File: src/rtl/wb_port_arbiter.sv
// Register-file write-port arbiter between the in-order WB stage and a long-latency unit.
// LLU results wait in a small FIFO. Entries overwritten by younger WB writes are squashed.
module wb_port_arbiter #(
    parameter int DATA_W       = 32,
    parameter int REGNO_W      = 5,
    parameter int FIFO_DEPTH   = 2,
    parameter int STARVE_LIMIT = 4
) (
    input  logic               clk,
    input  logic               reset,
    input  logic               pipe_valid,
    input  logic               pipe_wr,
    input  logic [REGNO_W-1:0] pipe_regno,
    input  logic [DATA_W-1:0]  pipe_val,
    output logic               pipe_stall,
    input  logic               llu_valid,
    input  logic [REGNO_W-1:0] llu_regno,
    input  logic [DATA_W-1:0]  llu_val,
    output logic               llu_ready,
    output logic               rf_we,
    output logic [REGNO_W-1:0] rf_wregno,
    output logic [DATA_W-1:0]  rf_wval,
    output logic [31:0]        stall_cycles
);
    localparam int PTR_W = (FIFO_DEPTH > 1) ? $clog2(FIFO_DEPTH) : 1;
    localparam int CNT_W = $clog2(FIFO_DEPTH + 1);
    localparam int AGE_W = $clog2(STARVE_LIMIT + 1);
    localparam logic [CNT_W-1:0] DEPTH_C = CNT_W'(FIFO_DEPTH);
    localparam logic [AGE_W-1:0] AGE_LIM = AGE_W'(STARVE_LIMIT);

    logic [REGNO_W-1:0] mem_regno_q [FIFO_DEPTH];
    logic [REGNO_W-1:0] mem_regno_d [FIFO_DEPTH];
    logic [DATA_W-1:0]  mem_val_q   [FIFO_DEPTH];
    logic [DATA_W-1:0]  mem_val_d   [FIFO_DEPTH];
    logic               mem_kill_q  [FIFO_DEPTH];
    logic               mem_kill_d  [FIFO_DEPTH];
    logic [PTR_W-1:0]   rd_ptr_q, rd_ptr_d, wr_ptr_q, wr_ptr_d;
    logic [CNT_W-1:0]   count_q, count_d;
    logic [AGE_W-1:0]   age_q, age_d;
    logic [31:0]        stall_cycles_q, stall_cycles_d;

    logic full, head_vld, head_kill, head_live, pipe_req;
    logic fifo_grant, pipe_grant, push, pop;

    always_comb begin
        full       = (count_q == DEPTH_C);
        head_vld   = (count_q != '0);
        head_kill  = mem_kill_q[rd_ptr_q];
        head_live  = head_vld && !head_kill;
        pipe_req   = !reset && pipe_valid && pipe_wr && (pipe_regno != '0);
        fifo_grant = !reset && head_live && (full || (age_q >= AGE_LIM) || !pipe_req);
        pipe_grant = pipe_req && !fifo_grant;
        // A killed head leaves without using the port; a live head only via grant.
        pop        = !reset && head_vld && (head_kill || fifo_grant);
        push       = !reset && llu_valid && !full && (llu_regno != '0);

        llu_ready  = !reset && !full;
        pipe_stall = fifo_grant && pipe_req;
        rf_we      = fifo_grant || pipe_grant;
        rf_wregno  = '0;
        rf_wval    = '0;
        if (fifo_grant) begin
            rf_wregno = mem_regno_q[rd_ptr_q];
            rf_wval   = mem_val_q[rd_ptr_q];
        end else if (pipe_grant) begin
            rf_wregno = pipe_regno;
            rf_wval   = pipe_val;
        end

        mem_regno_d = mem_regno_q;
        mem_val_d   = mem_val_q;
        mem_kill_d  = mem_kill_q;
        // The WB write is program-younger, so it squashes every buffered write to its register.
        for (int i = 0; i < FIFO_DEPTH; i++) begin
            if (pipe_grant && (mem_regno_q[i] == pipe_regno)) mem_kill_d[i] = 1'b1;
        end
        if (push) begin
            mem_regno_d[wr_ptr_q] = llu_regno;
            mem_val_d[wr_ptr_q]   = llu_val;
            mem_kill_d[wr_ptr_q]  = pipe_grant && (llu_regno == pipe_regno);
        end

        wr_ptr_d = push ? wr_ptr_q + 1'b1 : wr_ptr_q;
        rd_ptr_d = pop  ? rd_ptr_q + 1'b1 : rd_ptr_q;
        case ({push, pop})
            2'b10:   count_d = count_q + 1'b1;
            2'b01:   count_d = count_q - 1'b1;
            default: count_d = count_q;
        endcase

        age_d = age_q;
        if (pop) age_d = '0;
        else if (head_live && pipe_grant && (age_q < AGE_LIM)) age_d = age_q + 1'b1;

        stall_cycles_d = stall_cycles_q + 32'(pipe_stall);
        stall_cycles   = stall_cycles_q;
    end

    always_ff @(posedge clk) begin
        if (reset) begin
            rd_ptr_q       <= '0;
            wr_ptr_q       <= '0;
            count_q        <= '0;
            age_q          <= '0;
            stall_cycles_q <= '0;
        end else begin
            rd_ptr_q       <= rd_ptr_d;
            wr_ptr_q       <= wr_ptr_d;
            count_q        <= count_d;
            age_q          <= age_d;
            stall_cycles_q <= stall_cycles_d;
        end
        mem_regno_q <= mem_regno_d;
        mem_val_q   <= mem_val_d;
        mem_kill_q  <= mem_kill_d;
    end
endmodule
File: config.mk
export PLATFORM = sky130hd
export DESIGN_NAME = wb_port_arbiter
export DESIGN_NICKNAME = d
export VERILOG_FILES = /design/src/rtl/wb_port_arbiter.sv
export SDC_FILE = /design/constraint.sdc
export NUM_CORES = 1
export LEC_CHECK = 0
export CAP_MARGIN = 20
export CORE_MARGIN = 1.5
export CORE_UTILIZATION = 51
export CTS_CLUSTER_SIZE = 25
export DETAILED_ROUTE_END_ITERATION = 8
export GPL_TIMING_DRIVEN = 0
export HOLD_SLACK_MARGIN = 0.02
export PLACE_DENSITY = 0.85
export SYNTH_ARGS = -nofsm -noshare
export SYNTH_HDL_FRONTEND = slang
export SYNTH_SLANG_ARGS = --single-unit
export TNS_END_PERCENT = 100
File: constraint.sdc
create_clock -name clk -period 5.2 [get_ports clk]
set_input_delay 1.04 -clock clk [delete_from_list [all_inputs] [get_ports clk]]
set_output_delay 1.04 -clock clk [all_outputs]
set_load 0.02 [all_outputs]
After elaboration in Yosys (flattened, before gate mapping)
Cells that the tools add are included.
{"block": "totals", "regBits": 115, "inputBits": 79, "output_inout_bits": 72, "word_cells": 90}
{"block": "classes", "addsub": 6, "magnitude_cmp": 5, "eq_ne": 6, "mux": 26, "bitwise": 2, "reduce_logical": 34}
{"op": "$mux 32", "n": 6}
{"op": "$bwmux 64", "n": 1}
{"op": "$add 32x1->32", "n": 1}
{"op": "$demux 32 s1", "n": 1}
{"op": "$mux 5", "n": 6}
{"op": "$logic_and 1x1->1", "n": 20}
{"op": "$eq 5x5->1", "n": 3}
{"op": "$bwmux 10", "n": 1}
{"op": "$reduce_bool 5->1", "n": 2}
{"op": "$mux 1", "n": 6}
{"op": "$demux 5 s1", "n": 1}
{"op": "$logic_not 1->1", "n": 5}
{"op": "$eq 2x2->1 const B", "n": 2}
{"op": "$ge 2x2->1 const B", "n": 2}
{"op": "$logic_or 1x1->1", "n": 4}
{"op": "$not 1->2", "n": 2}
{"op": "$pmux 2 s2", "n": 1}
{"op": "$reduce_bool 2->1", "n": 2}
{"op": "$add 3x1->3 const B", "n": 1}
{"op": "$ge 3x3->1 const B", "n": 1}
{"op": "$lt 3x3->1 const B", "n": 1}
{"op": "$add 1x1->1 const B", "n": 2}
{"op": "$add 2x1->2 const B", "n": 1}
{"op": "$bwmux 2", "n": 1}
{"op": "6 further kinds", "n": 6}

Logic depth before layout (Yosys ltp)
Gate-level depths: netlist of the first run.
{"block": "logic_depth", "word_depth": 14, "depth_mapped": 15, "depth_no_buf": 11}

Worst setup path after synthesis of the first run
Ideal clock, no wire load.
{"block": "synth_path", "path_kind": "in2reg", "from": "in pipe_regno[1]", "to": "reg stall_cycles_q[26], in the netlist stall_cycles[26]", "setup_time_ps": 71, "t_arrival_ps": 4045, "required_time_ps": 5129, "path_slack_ps": 1084, "path_stages": 13, "path_cell_list": "or4_4 -> o21ai_4 -> o21ai_2 -> buf_6 -> buf_6 -> nor2_1 -> ha_1 -> ha_1 -> nand2_1 -> nor4_4 -> nand3_2 -> or3_1 -> a21oi_1"}
{"block": "synth_via", "elab_chain_cells": 7}
{"element": "start: declaration", "line_no": "13", "source": "input logic [REGNO_W-1:0] pipe_regno,"}
{"element": "$reduce_bool 5->1 *", "line_no": "50", "source": "pipe_req = !reset && pipe_valid && pipe_wr && (pipe_regno != '0);"}
{"element": "$logic_and 1x1->1 *", "line_no": "50"}
{"element": "$logic_not 1->1", "line_no": "51", "source": "fifo_grant = !reset && head_live && (full || (age_q >= AGE_LIM) || !pipe_req);"}
{"element": "$logic_or 1x1->1", "line_no": "51"}
{"element": "$logic_and 1x1->1", "line_no": "51"}
{"element": "$logic_and 1x1->1 *", "line_no": "58", "source": "pipe_stall = fifo_grant && pipe_req;"}
{"element": "named net pipe_stall", "line_no": "15", "source": "output logic pipe_stall,"}
{"element": "$add 32x1->32 *", "line_no": "95", "source": "stall_cycles_d = stall_cycles_q + 32'(pipe_stall);"}
{"element": "end signal: assignment", "line_no": "111", "source": "stall_cycles_q <= stall_cycles_d;"}
{"element": "end: declaration", "line_no": "40", "source": "logic [31:0] stall_cycles_q, stall_cycles_d;"}
The timed path passes the listed nets; every way through them passes the cells marked *.
A chain may end at the register's enable or synchronous reset.

Final worst setup path of the first run
{"block": "layout_path", "from": "in pipe_regno[1]", "to": "out rf_wval[13]"}
{"block": "layout_via", "elab_chain_cells": 9}
{"element": "$reduce_bool 5->1 *", "line_no": "50"}
{"element": "$logic_and 1x1->1 *", "line_no": "50"}
{"element": "$logic_not 1->1", "line_no": "51"}
{"element": "$logic_or 1x1->1", "line_no": "51"}
{"element": "$logic_and 1x1->1", "line_no": "51"}
{"element": "$logic_not 1->1", "line_no": "52", "source": "pipe_grant = pipe_req && !fifo_grant;"}
{"element": "$logic_and 1x1->1", "line_no": "52"}
{"element": "$mux 32", "line_no": "65", "source": "end else if (pipe_grant) begin"}
{"element": "$mux 32 *", "line_no": "62", "source": "if (fifo_grant) begin"}
{"element": "end: declaration", "line_no": "22", "source": "output logic [DATA_W-1:0] rf_wval,"}
Mark *: on every way between the ends. The rest lies on a longest branch, timed or not.

==> summary.txt, run 1 <==
Pwr
  – Peak supply drop: 0.309 mV
  – Total power: 3.09 mW
  – Leakage: 2.62 nW
  – PwrDens: 409 mW/mm^2

Logic synthesis
  – Synth Flop Type: edfxtp_1
  – Synthesized Nets: 524
  – Mapped Avg Cell Area: 11.8 sq um
  – Async SR Flop Fraction: 0%
  – Top post-synthesis cells by area: edfxtp_1 43%, dfxtp_1 16%, mux2i_1 7.9%
  – Gate count of the mapped netlist: 441
  – Area share of the largest cell type after synthesis: 42.6%
  – Most common cell in the netlist: edfxtp_1
  – Synth unique cells: 42
  – Synth Warn #: 0
  – Seq cells post-synth: 115
  – Cell area after synthesis: 0.00522 sq mm
  – Area leader, netlist: edfxtp_1
  – Most frequent cells after synthesis: 74 x edfxtp_1, 50 x nand3_1, 42 x nor2_1
  – Register area share after synthesis: 58.3%
  – Post-synth EDFFs: 74

GRT
  – GRT Util Overall: 24.9%
  – Largest net degree at the start of global routing: 32
  – Grt ovf: 0
  – Vias in the first global route: 4199
  – First-pass GRT wire length: 21100 um
  – Antenna violations before repair: 0

Clocking
  – CTS tree: yes
  – Clock buffer count from CTS: 17
  – Root Driver: clkbuf_8
  – Postcts setup bufs: 0
  – H-tree depth: 4
  – Hold bufs inserted after CTS: 0
  – CTS Sinks: 115
  – Post-CTS sizing: 0
  – Clock Tree Buf Depth: 2
  – Clock Pin Slew Worst Setup and Hold Paths: 0.05 ns
  – Worst skew pair latency: 0.51 ns

STA
  – Worst slew pin tran: 0.775 ns
  – Worst Clk Skew: 0.00931 ns
  – Pins Over Slew Limit: 0
  – Fmax: 206 MHz
  – Min Tclk post-route: 4.87 ns
  – Slew HR: 48.3%
  – Hold Vio Cnt, Final: 0
  – RSZ-0062 raised after global routing: false
  – Crit share post-route: 93.6%
  – Final worst setup slack: 0.335 ns
  – Hold Slack: 0.529 ns
  – Sum Neg Setup Slack: 0 ns
  – Number of setup violations in the final report: 0

Job
  – Max cap viols: 0

Floorplanning
  – Horiz. Die Dim: 104 um
  – Initial Utilization: 52.9%
  – I/O Pins: 151
  – Die Y: 104 um
  – Die area: 0.0109 sq mm
  – Core area: 0.00986 sq mm
  – Row count: 36

Setup path
  – CP max-delay cell: clkdlybuf4s50_1
  – Critical-path cell list: clkdlybuf4s50_1 > or4_4 > o21ai_4 > o21ai_2 > clkbuf_1 > o21ai_1 > clkdlybuf4s50_1
  – Worst reg2reg path startpoint: rd_ptr_q
  – Startpoint Class: input port
  – Critical path class: input port to output pin
  – Crit. End Element: output pin
  – Critical path fanouts, max: 10
  – Worst Path Buf+Inv: 3
  – Required time of the critical path: 4.16 ns
  – Critical Path Most Common Cell: clkdlybuf4s50_1
  – Critical path's top delay family: buffers and inverters
  – Slowest stage delay, CP: 0.65 ns
  – Critical Path Start: pipe_regno[1]
  – Crit path arrival time: 3.83 ns

Route
  – WL per Instance: 17.4 um
  – Routed Antenna Nets: 0
  – Final wirelength: 13100 um
  – First drt pass iteration count: 4
  – # DRC: 0
  – Via count: 4046
  – Vias per cell: 5.35
  – 1st-iter DRT viols: 189

Place
  – Gpl congestion: 0.848
  – Place WS: 0.281 ns
  – HPWL after DPL: 9150 um
  – Count of buffers from port buffering: 148

Finish
  – Core Util, Final: 76.7%
  – P&R area growth vs syn: 44.9%
  – Nets: 693
  – Number of diodes: 0
  – Layout cells sized above 1: 10.6%

Min path
  – Worst hold path class: flop to flop
  – HP Start: stall_cycles[26]

Run status
  – Run status: finished, final reports clean
-- registers in the layout (all words and copies together) (netlist names) --
| signal | flops |
|---|---|
| rd_ptr_q | 1 |
| mem_regno_q | 10 |
| count_q | 2 |
| wr_ptr_q | 1 |
| mem_val_q | 64 |
| mem_kill_q | 2 |
| age_q | 3 |
| stall_cycles | 32 |
-- metal layers --
layer	GRT usage, %	vias up	share of wire, %
met2	43.7	139	52
met1	29.4	1936	42
met4	9.03	0	1.0
met5	0	-	0
met3	6.45	11	5.4
li1	-	1960	-
-- tightest hold or removal path, stage by stage, from the launching register on --
cell and delay (ns):
dfxtp_1 0.34, o21ai_0 0.08, a21oi_1 0.06
-- power by group --
group	internal [mW]	leakage (nW)	switching (mW)
Clock	0.819	0.319	0.388
Sequential	1.03	1.01	0.0185
Combinational	0.379	1.29	0.459
Total	2.23	2.62	0.866
-- through the flow --
stage	instances	instance area, sq um
after floorplan	441	5220
after global placement	722	6870
after detailed placement	724	6930
after CTS	756	7570
after global routing	756	7570
final	756	7570
-- layout make-up --
| type | count | area [sq um] |
|---|---|---|
| well taps | 133 | 166 |
| fillers | 619 | 2300 |
| clock buffers | 25 | 549 |
| plain buffers | 26 | 149 |
| repair buffers | 150 | 1530 |
| multi-input cells | 298 | 2040 |
| clock inverters | 7 | 86.3 |
| inverters | 2 | 7.51 |
| flip-flops and latches | 115 | 3040 |
-- worst paths after layout --
check / end / cells after the start / slack [ns]
worst min register to register: stall_cycles[26] / 2 / 0.53
worst max register to register: stall_cycles[26] / 14 / 1.43
worst max-delay path: rf_wval[13] / 7 / 0.33
worst min-delay path: stall_cycles[26] / 2 / 0.53
-- cells in the final DEF, fill, tap and decap left out, types with 6 or more instances in the layout --
cell type	n
a21oi_1	6
buf_6	6
clkbuf_1	13
clkbuf_16	20
clkdlybuf4s50_1	148
dfxtp_1	41
edfxtp_1	74
mux2i_1	41
nand2_1	11
nand3_1	50
nand4_1	12
nor2_1	40
nor3_1	10
o21ai_1	26
o21ai_2	12
xnor2_1	14
xor2_1	31
-- kinds of logic (layout without fill, tap and decap cells) --
logic type	after synthesis	in the layout	share of synthesized area, %
AOI/OAI and AO/OA	56	56	6.83
xor gates and xnor gates	45	45	7.55
adders and majority gates	4	4	0.959
buffers and inverters	28	210	3.00
DFF	115	115	58.3
muxes	41	41	7.86
and+or+nand+nor	152	152	15.5
(Power assumes the default switching activity.)
==> run 2: changes to the inputs <==
--- a/config.mk
+++ b/config.mk
@@ -6,6 +6,7 @@
 export NUM_CORES = 1
 export LEC_CHECK = 0
 export CAP_MARGIN = 20
+export CORE_ASPECT_RATIO = 1.75
 export CORE_MARGIN = 1.5
 export CORE_UTILIZATION = 51
 export CTS_CLUSTER_SIZE = 25
==> run 2 against run 1 <==
Global-route usage up 1.0 points. Core utilization shrank 1.3 points. Hold slack got worse by 0.024 ns. Critical path depth up 1. Setup slack better by 0.076 ns. Clock power fell by 11%. Die area up 0.22%. Largest power group unchanged. Via count up 1.8%. Non-clock buffer count unchanged. Total power fell by 4.1%.
==> summary.txt, run 2 (synthesis gave the netlist of run 1 again) <==
Setup path
  – Crit path arrival time: 3.75 ns
  – Critical path fanouts, max: 10
  – Crit. End Element: output pin
  – Required time of the critical path: 4.16 ns
  – Startpoint Class: input port
  – Critical path class: input port to output pin

Route
  – First drt pass iteration count: 4
  – Routed Antenna Nets: 0
  – 1st-iter DRT viols: 250
  – Vias per cell: 5.51
  – Via count: 4117
  – Final wirelength: 13600 um
  – # DRC: 0
  – WL per Instance: 18.1 um

STA
  – Hold Vio Cnt, Final: 0
  – RSZ-0062 raised after global routing: false
  – Crit share post-route: 92.1%
  – Fmax: 209 MHz
  – Slew HR: 46.6%
  – Pins Over Slew Limit: 0
  – Worst Clk Skew: 0.00724 ns
  – Final worst setup slack: 0.411 ns
  – Hold Slack: 0.506 ns
  – Min Tclk post-route: 4.79 ns
  – Sum Neg Setup Slack: 0 ns
  – Worst slew pin tran: 0.801 ns
  – Number of setup violations in the final report: 0

Finish
  – Filler instances: 652
  – Biggest register: mem_val_q
  – Core Util, Final: 75.4%
  – Number of diodes: 0
  – P&R area growth vs syn: 43.1%
  – Most frequent cells in the layout: 148 x clkdlybuf4s50_1, 74 x edfxtp_1, 50 x nand3_1, 41 x mux2i_1, 41 x dfxtp_1
  – Nets: 693
  – Layout cells sized above 1: 10.1%
  – Most common cell after layout, fill and taps aside: clkdlybuf4s50_1
  – Number of flip-flops in the largest register: 64
  – Multi-input logic area: 0.00204 sq mm
  – FF/Latch Area: 0.00304 sq mm

GRT
  – First-pass GRT wire length: 21100 um
  – Vias in the first global route: 4270
  – Largest net degree at the start of global routing: 28
  – Grt ovf: 0
  – GRT Util Overall: 25.9%
  – Antenna violations before repair: 0

Clocking
  – H-tree depth: 4
  – Post-CTS sizing: 0
  – Hold bufs inserted after CTS: 0
  – Clock buffer count from CTS: 17
  – CTS tree: yes
  – Worst skew pair latency: 0.41 ns
  – Clock Pin Slew Worst Setup and Hold Paths: 0.05 ns
  – Clock Tree Buf Depth: 2
  – CTS Sinks: 115
  – Postcts setup bufs: 0
  – Root Driver: clkbuf_16

Floorplanning
  – Row count: 48
  – Horiz. Die Dim: 79.5 um
  – Initial Utilization: 52.7%
  – Die area: 0.0109 sq mm
  – I/O Pins: 151
  – Die Y: 137 um
  – Core area: 0.00991 sq mm

Pwr
  – Sequential share of power: 35.3%
  – Total power: 2.97 mW
  – PwrDens: 397 mW/mm^2
  – Peak supply drop: 0.270 mV
  – Sw power: 0.864 mW
  – Leakage: 2.57 nW
  – Int Power: 2.10 mW
  – Combinational Power Share: 28.2%
  – Clock power frac: 36.4%
  – Sw frac: 29.1%

Job
  – Max cap viols: 0

Place
  – Gpl congestion: 0.842
  – HPWL after DPL: 9400 um
  – Count of buffers from port buffering: 148
  – Place WS: 0.286 ns

Run status
  – Run status: finished, final reports clean

Min path
  – Worst hold path class: flop to flop
## run 2: power groups by stage
stage	logic [mW]	registers [mW]	clock network, mW
floorplan	0.513	1.06	0
global route	0.889	1.05	1.13
CTS	0.839	1.05	1.09
finish	0.838	1.05	1.08
global placement	0.796	1.07	0
detailed placement	0.826	1.07	0
## run 2: path summary, 6_finish.rpt
check | cells past startpoint | start | endpoint | slack, ns
max | 8 | pipe_regno[1] | pipe_stall | 0.41
max reg2reg | 14 | rd_ptr_q | stall_cycles[26] | 1.42
min | 2 | age_q[1] | age_q[1] | 0.51
min reg2reg | 2 | age_q[1] | age_q[1] | 0.51
## run 2: metal layers
metal,vias to the layer above,GRT usage [%],wire (um)
met1,1984,26.6,5050
met4,0,10.1,305
met5,-,0,0
met3,25,8.07,887
met2,141,48.0,7310
li1,1967,-,-
## run 2: final cells by class
type                            instances  share of cell area, %
Buffer                                 26                   1.99
Clock buffer                           19                   5.80
Multi-Input combinational cell        298                   27.3
Sequential cell                       115                   40.7
Inverter                                2                  0.101
Timing Repair Buffer                  150                   20.5
Clock inverter                         12                   1.56
Tap cell                              125                   2.09
## run 2: stage by stage
| stage | std cells | cell area [sq um] |
|---|---|---|
| global placement | 714 | 6860 |
| global route | 747 | 7470 |
| CTS | 747 | 7470 |
| finish | 747 | 7470 |
| detailed placement | 716 | 6920 |
| floorplan | 441 | 5220 |
## run 2: worst max-delay path, cell delays in order
cell	delay, ns
clkdlybuf4s50_1	0.54
or4_4	0.62
o21ai_4	0.24
o21ai_2	0.13
buf_6	0.19
buf_6	0.15
nor2_1	0.17
clkdlybuf4s50_1	0.66
